$ cat config.mk
export PLATFORM = sky130hd
export DESIGN_NAME = stack_ctrl_flat
export DESIGN_NICKNAME = d
export VERILOG_FILES = /design/src/rtl/stack_ctrl_if.sv /design/src/rtl/stack_ctrl.sv /design/src/flat_wrapper.sv
export SDC_FILE = /design/constraint.sdc
export NUM_CORES = 1
export LEC_CHECK = 0
export ABC_AREA = 1
export CAP_MARGIN = 10
export CORE_AREA = 3 3 103 180
export DETAILED_ROUTE_END_ITERATION = 12
export DIE_AREA = 0 0 106 183
export GPL_ROUTABILITY_DRIVEN = 0
export PLACE_DENSITY_LB_ADDON = 0.05
export RECOVER_POWER = 50
export SLEW_MARGIN = 20
export SYNTH_ARGS = -nofsm -noshare
export SYNTH_HDL_FRONTEND = slang
export SYNTH_SLANG_ARGS = --single-unit
$ cat constraint.sdc
create_clock -name clk -period 2.49 [get_ports clk]
set_input_delay 0.6225 -clock clk [delete_from_list [all_inputs] [get_ports clk]]
set_output_delay 0.6225 -clock clk [all_outputs]
set_load 0.03 [all_outputs]
$ cat src/rtl/stack_ctrl_if.sv
// stack_ctrl_if: request/response and data-memory port bundle for stack_ctrl.
interface stack_ctrl_if #(parameter int ADDR_W = 10);
    logic              op_valid;
    logic              op_ready;
    logic [2:0]        op_code;
    logic [31:0]       op_wdata;
    logic [3:0]        op_flags;
    logic [ADDR_W-1:0] mem_addr;
    logic [15:0]       mem_wdata;
    logic              mem_we;
    logic              mem_re;
    logic [15:0]       mem_rdata;
    logic              done;
    logic [31:0]       rdata;
    logic [3:0]        rflags;
    logic [ADDR_W-1:0] sp;
    logic              err;
    modport master (
        output op_valid, op_code, op_wdata, op_flags, mem_rdata,
        input  op_ready, mem_addr, mem_wdata, mem_we, mem_re, done, rdata, rflags, sp, err
    );
    modport slave (
        input  op_valid, op_code, op_wdata, op_flags, mem_rdata,
        output op_ready, mem_addr, mem_wdata, mem_we, mem_re, done, rdata, rflags, sp, err
    );
endinterface

$ cat src/rtl/stack_ctrl.sv
// stack_ctrl: stack-pointer sequencer turning PUSH/POP/CALL/RET/INT/RTI into 16-bit memory word accesses.
// Define STACK_GUARD_EN to reject overflowing pushes and underflowing pops with err.
module stack_ctrl #(
    parameter int ADDR_W = 10,
    parameter int DATA_W = 16
) (
    input logic         clk,
    input logic         rst,
    stack_ctrl_if.slave bus
);
    typedef enum logic [2:0] {IDLE, WRITE, READ, DRAIN, FIN} state_t;
    state_t state, state_n;
    logic [ADDR_W-1:0] sp_q;
    logic [1:0]        n_q, cnt, n, r;
    logic [2:0]        c1;
    logic [31:0]       pc, rdata_q;
    logic [3:0]        flags, rflags_q;
    logic [DATA_W-1:0] lo, hi;
    logic              err_q, is_push, is_pop, bad, last;
    always_comb begin
        c1 = bus.op_code + 3'd1;
        n = c1[2:1];
        is_push = bus.op_code inside {3'd1, 3'd3, 3'd5};
        is_pop = bus.op_code inside {3'd2, 3'd4, 3'd6};
`ifdef STACK_GUARD_EN
        bad = (is_push && sp_q < ADDR_W'(n)) || (is_pop && ~sp_q < ADDR_W'(n));
`else
        bad = 1'b0;
`endif
        last = cnt == n_q - 2'd1;
        // word index counted from the top of the frame: 0=PC lo, 1=PC hi, 2=flags
        r = n_q - 2'd1 - cnt;
        state_n = state;
        case (state)
            IDLE:    if (bus.op_valid) state_n = (bad || !(is_push || is_pop)) ? FIN : is_push ? WRITE : READ;
            WRITE:   state_n = last ? FIN : WRITE;
            READ:    state_n = last ? DRAIN : READ;
            default: state_n = IDLE;
        endcase
    end
    always_ff @(posedge clk)
        state <= rst ? IDLE : state_n;
    always_ff @(posedge clk) begin
        if (rst) begin
            sp_q <= '1;
            n_q <= '0;
            cnt <= '0;
            pc <= '0;
            flags <= '0;
            lo <= '0;
            hi <= '0;
            rdata_q <= '0;
            rflags_q <= '0;
            err_q <= 1'b0;
        end else begin
            if (state == IDLE && bus.op_valid) begin
                n_q <= n;
                cnt <= '0;
                pc <= bus.op_wdata;
                flags <= bus.op_flags;
                err_q <= bad;
            end
            if (state == WRITE) begin
                sp_q <= sp_q - ADDR_W'(1);
                cnt <= cnt + 2'd1;
            end
            // read data lags its issue by one cycle, so issue k captures word k-1
            if (state == READ) begin
                sp_q <= sp_q + ADDR_W'(1);
                cnt <= cnt + 2'd1;
                if (cnt == 2'd1) lo <= bus.mem_rdata;
                if (cnt == 2'd2) hi <= bus.mem_rdata;
            end
            if (state == DRAIN) begin
                rdata_q <= bus.rdata;
                rflags_q <= bus.rflags;
            end
        end
    end
    assign bus.op_ready = state == IDLE;
    assign bus.mem_we = state == WRITE;
    assign bus.mem_re = state == READ;
    assign bus.mem_addr = state == WRITE ? sp_q : state == READ ? sp_q + ADDR_W'(1) : '0;
    assign bus.mem_wdata = state != WRITE ? '0 : r == 2'd0 ? pc[15:0] : r == 2'd1 ? pc[31:16] : {12'h0, flags};
    assign bus.done = state == FIN || state == DRAIN;
    assign bus.err = state == FIN && err_q;
    // the last word is still on mem_rdata during DRAIN, so results are formed combinationally there
    assign bus.rdata = state != DRAIN ? rdata_q : n_q == 2'd1 ? {16'h0, bus.mem_rdata} :
                       n_q == 2'd2 ? {bus.mem_rdata, lo} : {hi, lo};
    assign bus.rflags = state == DRAIN && n_q == 2'd3 ? bus.mem_rdata[3:0] : rflags_q;
    assign bus.sp = sp_q;
endmodule
$ cat src/flat_wrapper.sv
// flat-port wrapper written by rule: the top's interface ports become plain ports
module stack_ctrl_flat 
#(
    parameter int ADDR_W = 10,
    parameter int DATA_W = 16
)
  (clk, rst, bus_op_valid, bus_op_code, bus_op_wdata, bus_op_flags, bus_mem_rdata, bus_op_ready, bus_mem_addr, bus_mem_wdata, bus_mem_we, bus_mem_re, bus_done, bus_rdata, bus_rflags, bus_sp, bus_err);
  stack_ctrl_if #(.ADDR_W(ADDR_W)) bus_i ();
  input logic clk;
  input logic rst;
  input wire logic [$bits(bus_i.op_valid)-1:0] bus_op_valid;
  input wire logic [$bits(bus_i.op_code)-1:0] bus_op_code;
  input wire logic [$bits(bus_i.op_wdata)-1:0] bus_op_wdata;
  input wire logic [$bits(bus_i.op_flags)-1:0] bus_op_flags;
  input wire logic [$bits(bus_i.mem_rdata)-1:0] bus_mem_rdata;
  output wire logic [$bits(bus_i.op_ready)-1:0] bus_op_ready;
  output wire logic [$bits(bus_i.mem_addr)-1:0] bus_mem_addr;
  output wire logic [$bits(bus_i.mem_wdata)-1:0] bus_mem_wdata;
  output wire logic [$bits(bus_i.mem_we)-1:0] bus_mem_we;
  output wire logic [$bits(bus_i.mem_re)-1:0] bus_mem_re;
  output wire logic [$bits(bus_i.done)-1:0] bus_done;
  output wire logic [$bits(bus_i.rdata)-1:0] bus_rdata;
  output wire logic [$bits(bus_i.rflags)-1:0] bus_rflags;
  output wire logic [$bits(bus_i.sp)-1:0] bus_sp;
  output wire logic [$bits(bus_i.err)-1:0] bus_err;
  assign bus_i.op_valid = bus_op_valid;
  assign bus_i.op_code = bus_op_code;
  assign bus_i.op_wdata = bus_op_wdata;
  assign bus_i.op_flags = bus_op_flags;
  assign bus_i.mem_rdata = bus_mem_rdata;
  assign bus_op_ready = bus_i.op_ready;
  assign bus_mem_addr = bus_i.mem_addr;
  assign bus_mem_wdata = bus_i.mem_wdata;
  assign bus_mem_we = bus_i.mem_we;
  assign bus_mem_re = bus_i.mem_re;
  assign bus_done = bus_i.done;
  assign bus_rdata = bus_i.rdata;
  assign bus_rflags = bus_i.rflags;
  assign bus_sp = bus_i.sp;
  assign bus_err = bus_i.err;
  stack_ctrl #(.ADDR_W(ADDR_W), .DATA_W(DATA_W)) u_core (.clk(clk), .rst(rst), .bus(bus_i));
endmodule
======== Word level (Yosys, flattened, before mapping) ========
Index checks and enable logic that the tools add are counted.
storage, ports and cells
  output and inout bits ................... 77
  bits of input ports ..................... 58
  bits in registers ....................... 121
  logic and storage cells ................. 68
operators by class
  reductions and logical operators ........ 12
  add/subtract/negate cells ............... 6
  muxes and demuxes ....................... 20
  eq/ne operators ......................... 20
operators with widths
  kind                                                count
  2-to-1 mux 32 bit                                   3
  2-to-1 mux 16 bit                                   3
  2-to-1 mux 10 bit                                   4
  == test 3 x 2 -> 1 bit, second input constant       4
  == test 3 bit, second input constant                4
  adder 10 x 1 -> 10 bit, second input constant       1
  subtractor 10 x 1 -> 10 bit, second input constant  1
  2-to-1 mux 3 bit                                    3
  one-hot mux 3 bit (3 select lines)                  1
  nonzero test 3 bit                                  3
  2-to-1 mux 2 bit                                    4
  == test 2 x 1 -> 1 bit, second input constant       3
  == test 2 bit, second input constant                3
  == test 3 x 1 -> 1 bit, second input constant       2
  2-to-1 mux 4 bit                                    1
  AND reduction 2 bit                                 2
  adder 3 x 1 -> 3 bit, second input constant         1
  logical NOT 3 bit                                   1
  != test 3 x 1 -> 1 bit, second input constant       1
  != test 3 x 2 -> 1 bit, second input constant       1
  adder 2 x 1 -> 2 bit, second input constant         1
  == test 2 bit                                       1
  logical AND 1 bit                                   2
  logical NOT 2 bit                                   1
  6 further kinds                                     7

======== Depth between registers and ports, before layout ========
Gate-level depths: netlist of run 1.
  word-level depth ........................ 6
  mapped depth ............................ 12
  mapped depth without buffers ............ 11

======== Worst setup path after synthesis of run 1 ========
Ideal clock, no wire load.
  path kind ............................... register to output
  start point ............................. reg u_core.n_q[0]
  end point ............................... out bus_mem_wdata[10]
  arrival time ............................ 1.837 ns
  data required time ...................... 1.867 ns
  cell stages (with the launch flop) ...... 10
  setup slack ............................. 0.030 ns
  buffers on the path ..................... 1
  path through ............................ dfxtp_1 inv_1 ha_1 inv_1 nand2_1 nand3b_1 nand2_2 buf_4 nand3_1 a21oi_1
between the ends
  word-level cells in the longest chain between the ends .. 6
  elaborated cells on any way between the ends .. 7
  those cells by class .................... 2 x add/sub; 1 x eq/ne; 3 x mux; 1 x reduce/logical
ends and longest elaborated chain
  item                                line                RTL
  start, declared                     stack_ctrl.sv:14    logic [1:0] n_q, cnt, n, r;
  start signal, assigned              stack_ctrl.sv:57    n_q <= n;
  subtractor 2 x 1 -> 2 bit (*)       stack_ctrl.sv:32    r = n_q - 2'd1 - cnt;
  subtractor 2 bit (*)                stack_ctrl.sv:32
  == test 2 x 1 -> 1 bit              stack_ctrl.sv:84    assign bus.mem_wdata = state != WRITE ? '0 : r == 2'd0 ? pc[15:0] : r == 2'd1 ? pc[31:16] : {12'h0, flags};
  2-to-1 mux 16 bit                   stack_ctrl.sv:84
  2-to-1 mux 16 bit (*) (2 in a row)  stack_ctrl.sv:84
  end, declared                       flat_wrapper.sv:18  output wire logic [$bits(bus_i.mem_wdata)-1:0] bus_mem_wdata;
Every way passes the cells marked *; elsewhere a longest branch is shown, timed or not.

======== Worst setup path in the final report of run 1 ========
  start point ............................. reg u_core.n_q[0]
  end point ............................... out bus_mem_wdata[13]
The elaborated chain is that of the path after synthesis.

==> impl_metrics.sql, run 1 <==
INSERT INTO impl_metrics (metric_group, metric, value, unit) VALUES
('drt', 'routed_via_count', '6163', ''),
('synth', 'synth.top_cells.by_count', '176 x sky130_fd_sc_hd__nand2_1, 121 x sky130_fd_sc_hd__dfxtp_1, 110 x sky130_fd_sc_hd__a21oi_1', ''),
('die', 'num_io_pins', '135', ''),
('pwr', 'clock_share_of_power', '42.1', '%'),
('critical_path', 'r2r-start', 'u_core.state[1]', ''),
('pwr', 'power_switching_share', '31.01', '%'),
('pwr', 'worst_ir_drop_vdd', '0.0003555', 'V'),
('sta', 'shortest_clock_period_the_worst_path_allows_after_layout', '2652', 'ps'),
('finish', 'layout.cells.non_filler', '1260', ''),
('die', 'die_x', '106', 'µm'),
('finish', 'layout-area-overhead-vs-synth', '49.22', '%'),
('grt', 'initial_antenna_violation_count', '0', ''),
('clock_tree', 'clock_sink_count', '121', ''),
('critical_path', 'worstSetupStartpointType', 'flip-flop', ''),
('drt', 'drt.antenna.violating_nets', '0', ''),
('placed_design', 'dp_cells', '1204', ''),
('pwr', 'power-per-cell-area', '711.2', 'mW/mm²'),
('finish', 'nNetsFinal', '1087', ''),
('synth', 'synth.yosys.warnings', '0', ''),
('synth', 'postSynthNetCount', '932', ''),
('grt', 'grt_overflow_total', '0', ''),
('critical_path', 'timing.reg2reg.worst_path_depth', '9', ''),
('clock_tree', 'clockBufferDepth', '2', ''),
('sta', 'max_freq', '377.1', 'MHz'),
('drt', 'route.final.wire_length', '19610', 'µm'),
('finish', 'fraction_of_final_layout_cells_sized_beyond_drive_strength_1', '24.20', '%'),
('status', 'violations_in_the_final_reports', 'negative setup slack', ''),
('die', 'placement_rows', '64', ''),
('grt', 'grt_first_pass_wirelength', '30290', 'µm'),
('synth', 'post_synth.cell_area_avg', '6.956', 'µm²'),
('die', 'core_area', '0.01730', 'mm²'),
('finish', 'fillCellCount', '1779', ''),
('drt', 'wire_per_inst', '15.56', 'µm'),
('placed_design', 'port_buffer_count', '133', ''),
('synth', 'netlist_instances', '861', ''),
('critical_path', 'endpoint', 'bus_mem_wdata[13]', ''),
('sta', 'setup_violations', '39', ''),
('sta', 'finalMaxSlewViolations', '0', ''),
('clock_tree', 'tritoncts_clock_tree', 'yes', ''),
('finish', 'layout.cell_area.non_filler', '0.008937', 'mm²'),
('drt', 'route.detailed.drc', '0', ''),
('critical_path', 'worst-path-max-fanout', '12', ''),
('clock_tree', 'clk_transition_reported_paths', '60', 'ps'),
('worst_hold_path', 'worstHoldPathType', 'flip-flop to flip-flop', ''),
('drt', 'avgViaCountPerCell', '4.891', ''),
('synth', 'yosys-top-cells-area', 'sky130_fd_sc_hd__dfxtp_1 40%, sky130_fd_sc_hd__nand2_1 11%, sky130_fd_sc_hd__a21oi_1 9.2%', ''),
('critical_path', 'setup.worst_path.start', 'u_core.n_q[0]', ''),
('die', 'die-area', '0.01940', 'mm²'),
('sta', 'finalWorstSetupSlack', '-162.1', 'ps'),
('sta', 'final_hold_viol_count', '0', ''),
('critical_path', 'worst-setup-path-type', 'flip-flop to output pin', ''),
('finish', 'number_of_diodes', '0', ''),
('pwr', 'switching_power', '1971', 'µW'),
('synth', 'synth.lib_cells_used.distinct', '36', ''),
('clock_tree', 'cts_inserted_buffers', '17', ''),
('critical_path', 'setup.worst_path.end_class', 'output pin', ''),
('worst_hold_path', 'hold-path-cell-count', '2', ''),
('critical_path', 'worst-r2r-setup-slack', '790', 'ps'),
('sta', 'unrepaired_setup_endpoints_after_global_routing', 'true', ''),
('synth', 'dominantRegCellSynth', 'sky130_fd_sc_hd__dfxtp_1', ''),
('sta', 'min_period_over_period', '106.5', '%'),
('synth', 'post-synth-top-area-cell', 'sky130_fd_sc_hd__dfxtp_1', ''),
('status', 'status', 'finished with violations', ''),
('critical_path', 'critical_path_arrival', '2030', 'ps'),
('die', 'initial_core_utilization', '34.63', '%'),
('synth', 'synth_enable_flop_cells', '0', ''),
('die', 'fp.dieH', '183', 'µm'),
('grt', 'grt_max_degree', '42', ''),
('pwr', 'power_leakage', '0.004013', 'µW'),
('job', 'max-cap-violations', '0', ''),
('clock_tree', 'ctsRootBufferMaster', 'sky130_fd_sc_hd__clkbuf_16', '');
==> per-layer routing <==
layer / vias to the layer above / share of wire (%) / global-route usage, %
met3: 27 / 3.6 / 3.910
met5: - / 0 / 0
met1: 2858 / 38 / 20.85
met4: 0 / 2.2 / 7.728
met2: 139 / 56 / 38.04
li1: 3139 / - / -
==> critical path, cell delays in order (launching register included) <==
cell                       delay (ps)
sky130_fd_sc_hd__dfxtp_2          330
sky130_fd_sc_hd__inv_2             50
sky130_fd_sc_hd__ha_4             270
sky130_fd_sc_hd__inv_2             30
sky130_fd_sc_hd__nand2_2           60
sky130_fd_sc_hd__nand3b_1         140
sky130_fd_sc_hd__nand2_4          160
sky130_fd_sc_hd__buf_12           140
sky130_fd_sc_hd__nand3_1           80
sky130_fd_sc_hd__a21oi_2          200
sky130_fd_sc_hd__buf_6            150
==> worst min path at each step <==
stage	startpoint	endpoint	slack [ps]
after floorplan	u_core.lo[0]	u_core.lo[0]	420
after global placement	u_core.lo[1]	u_core.lo[1]	430
after detailed placement	u_core.lo[10]	u_core.lo[10]	440
after CTS	u_core.lo[1]	u_core.lo[1]	450
after global routing	u_core.lo[15]	u_core.lo[15]	470
final	u_core.lo[4]	u_core.lo[4]	450
==> stage by stage <==
stage               utilization (%)  hold WS (ps)  worst slack (ps)  total power (µW)
floorplan                         -         424.4             30.36              2963
global placement              44.18         432.7            -39.40              3466
detailed placement            44.18         438.9            -42.76              3466
CTS                           49.59         447.1            -176.4              6302
global route                  51.67         466.6            -282.1              6643
finish                        51.67         451.2            -162.1              6356
==> placed cells by master (no fill, tap or decap), drive strengths merged, types with 2 or more instances in the layout <==
| cell | synthesis | layout |
|---|---|---|
| ha | 13 | 13 |
| buf | 30 | 121 |
| inv | 100 | 102 |
| o211ai | 18 | 18 |
| dfxtp | 121 | 121 |
| nand4 | 3 | 3 |
| or2 | 18 | 18 |
| a211oi | 4 | 4 |
| nor3 | 2 | 2 |
| nor2 | 39 | 39 |
| clkinvlp | 0 | 3 |
| o21ai | 84 | 84 |
| nand3 | 107 | 107 |
| nand2 | 180 | 180 |
| clkbuf | 26 | 23 |
| bufinv | 0 | 4 |
| clkinv | 0 | 4 |
| a21oi | 110 | 110 |
| clkdlybuf4s50 | 0 | 65 |
==> final cells by class <==
class	instances	area, µm²	share of cell area [%]
Clock buffer	19	442.9	4.956
Clock inverter	13	192.7	2.156
Inverter	100	379.1	4.242
Multi-Input combinational cell	584	3197	35.77
Sequential cell	121	2431	27.20
Tap cell	231	289.0	3.234
Timing Repair Buffer	192	2006	22.44
==> state kept, by name, summed over array words and instances, names as in the netlist <==
name / cells
u_core.state: 3
u_core.cnt: 2
u_core.bus.sp: 10
u_core.hi: 16
u_core.rdata_q: 32
u_core.pc: 32
u_core.rflags_q: 4
u_core.lo: 16
u_core.n_q: 2
u_core.flags: 4
==> power groups by stage <==
stage | Combinational [µW] | Clock, µW | Sequential [µW]
floorplan | 795 | 0 | 2170
global placement | 1320 | 0 | 2150
detailed placement | 1310 | 0 | 2150
CTS | 1450 | 2730 | 2110
global route | 1710 | 2810 | 2130
finish | 1570 | 2670 | 2120
==> logic make-up after synthesis <==
kind of cell	synth area share, %
AOI/OAI and AO/OA	19.64
adders and majority gates	2.716
buffers and inverters	10.88
DFF	40.44
other	0.06261
and+or+nand+nor	26.26
==> repair_timing <==
item / in CTS / in global routing
endpoints found under the setup margin: 49 / 59
cloned: 2 / 1
buffers inserted: 3 / 18
pin swaps: 12 / 28
gates resized for setup: 77 / 72
(Power assumes the default switching activity.)
==> run 2: changes to the inputs <==
--- a/config.mk
+++ b/config.mk
@@ -11,6 +11,7 @@
 export DETAILED_ROUTE_END_ITERATION = 12
 export DIE_AREA = 0 0 106 183
 export GPL_ROUTABILITY_DRIVEN = 0
+export GPL_TIMING_DRIVEN = 1
 export PLACE_DENSITY_LB_ADDON = 0.05
 export RECOVER_POWER = 50
 export SLEW_MARGIN = 20
==> results of run 2 <==
No change in the layout: final DEF, timing and power equal those of run 1.
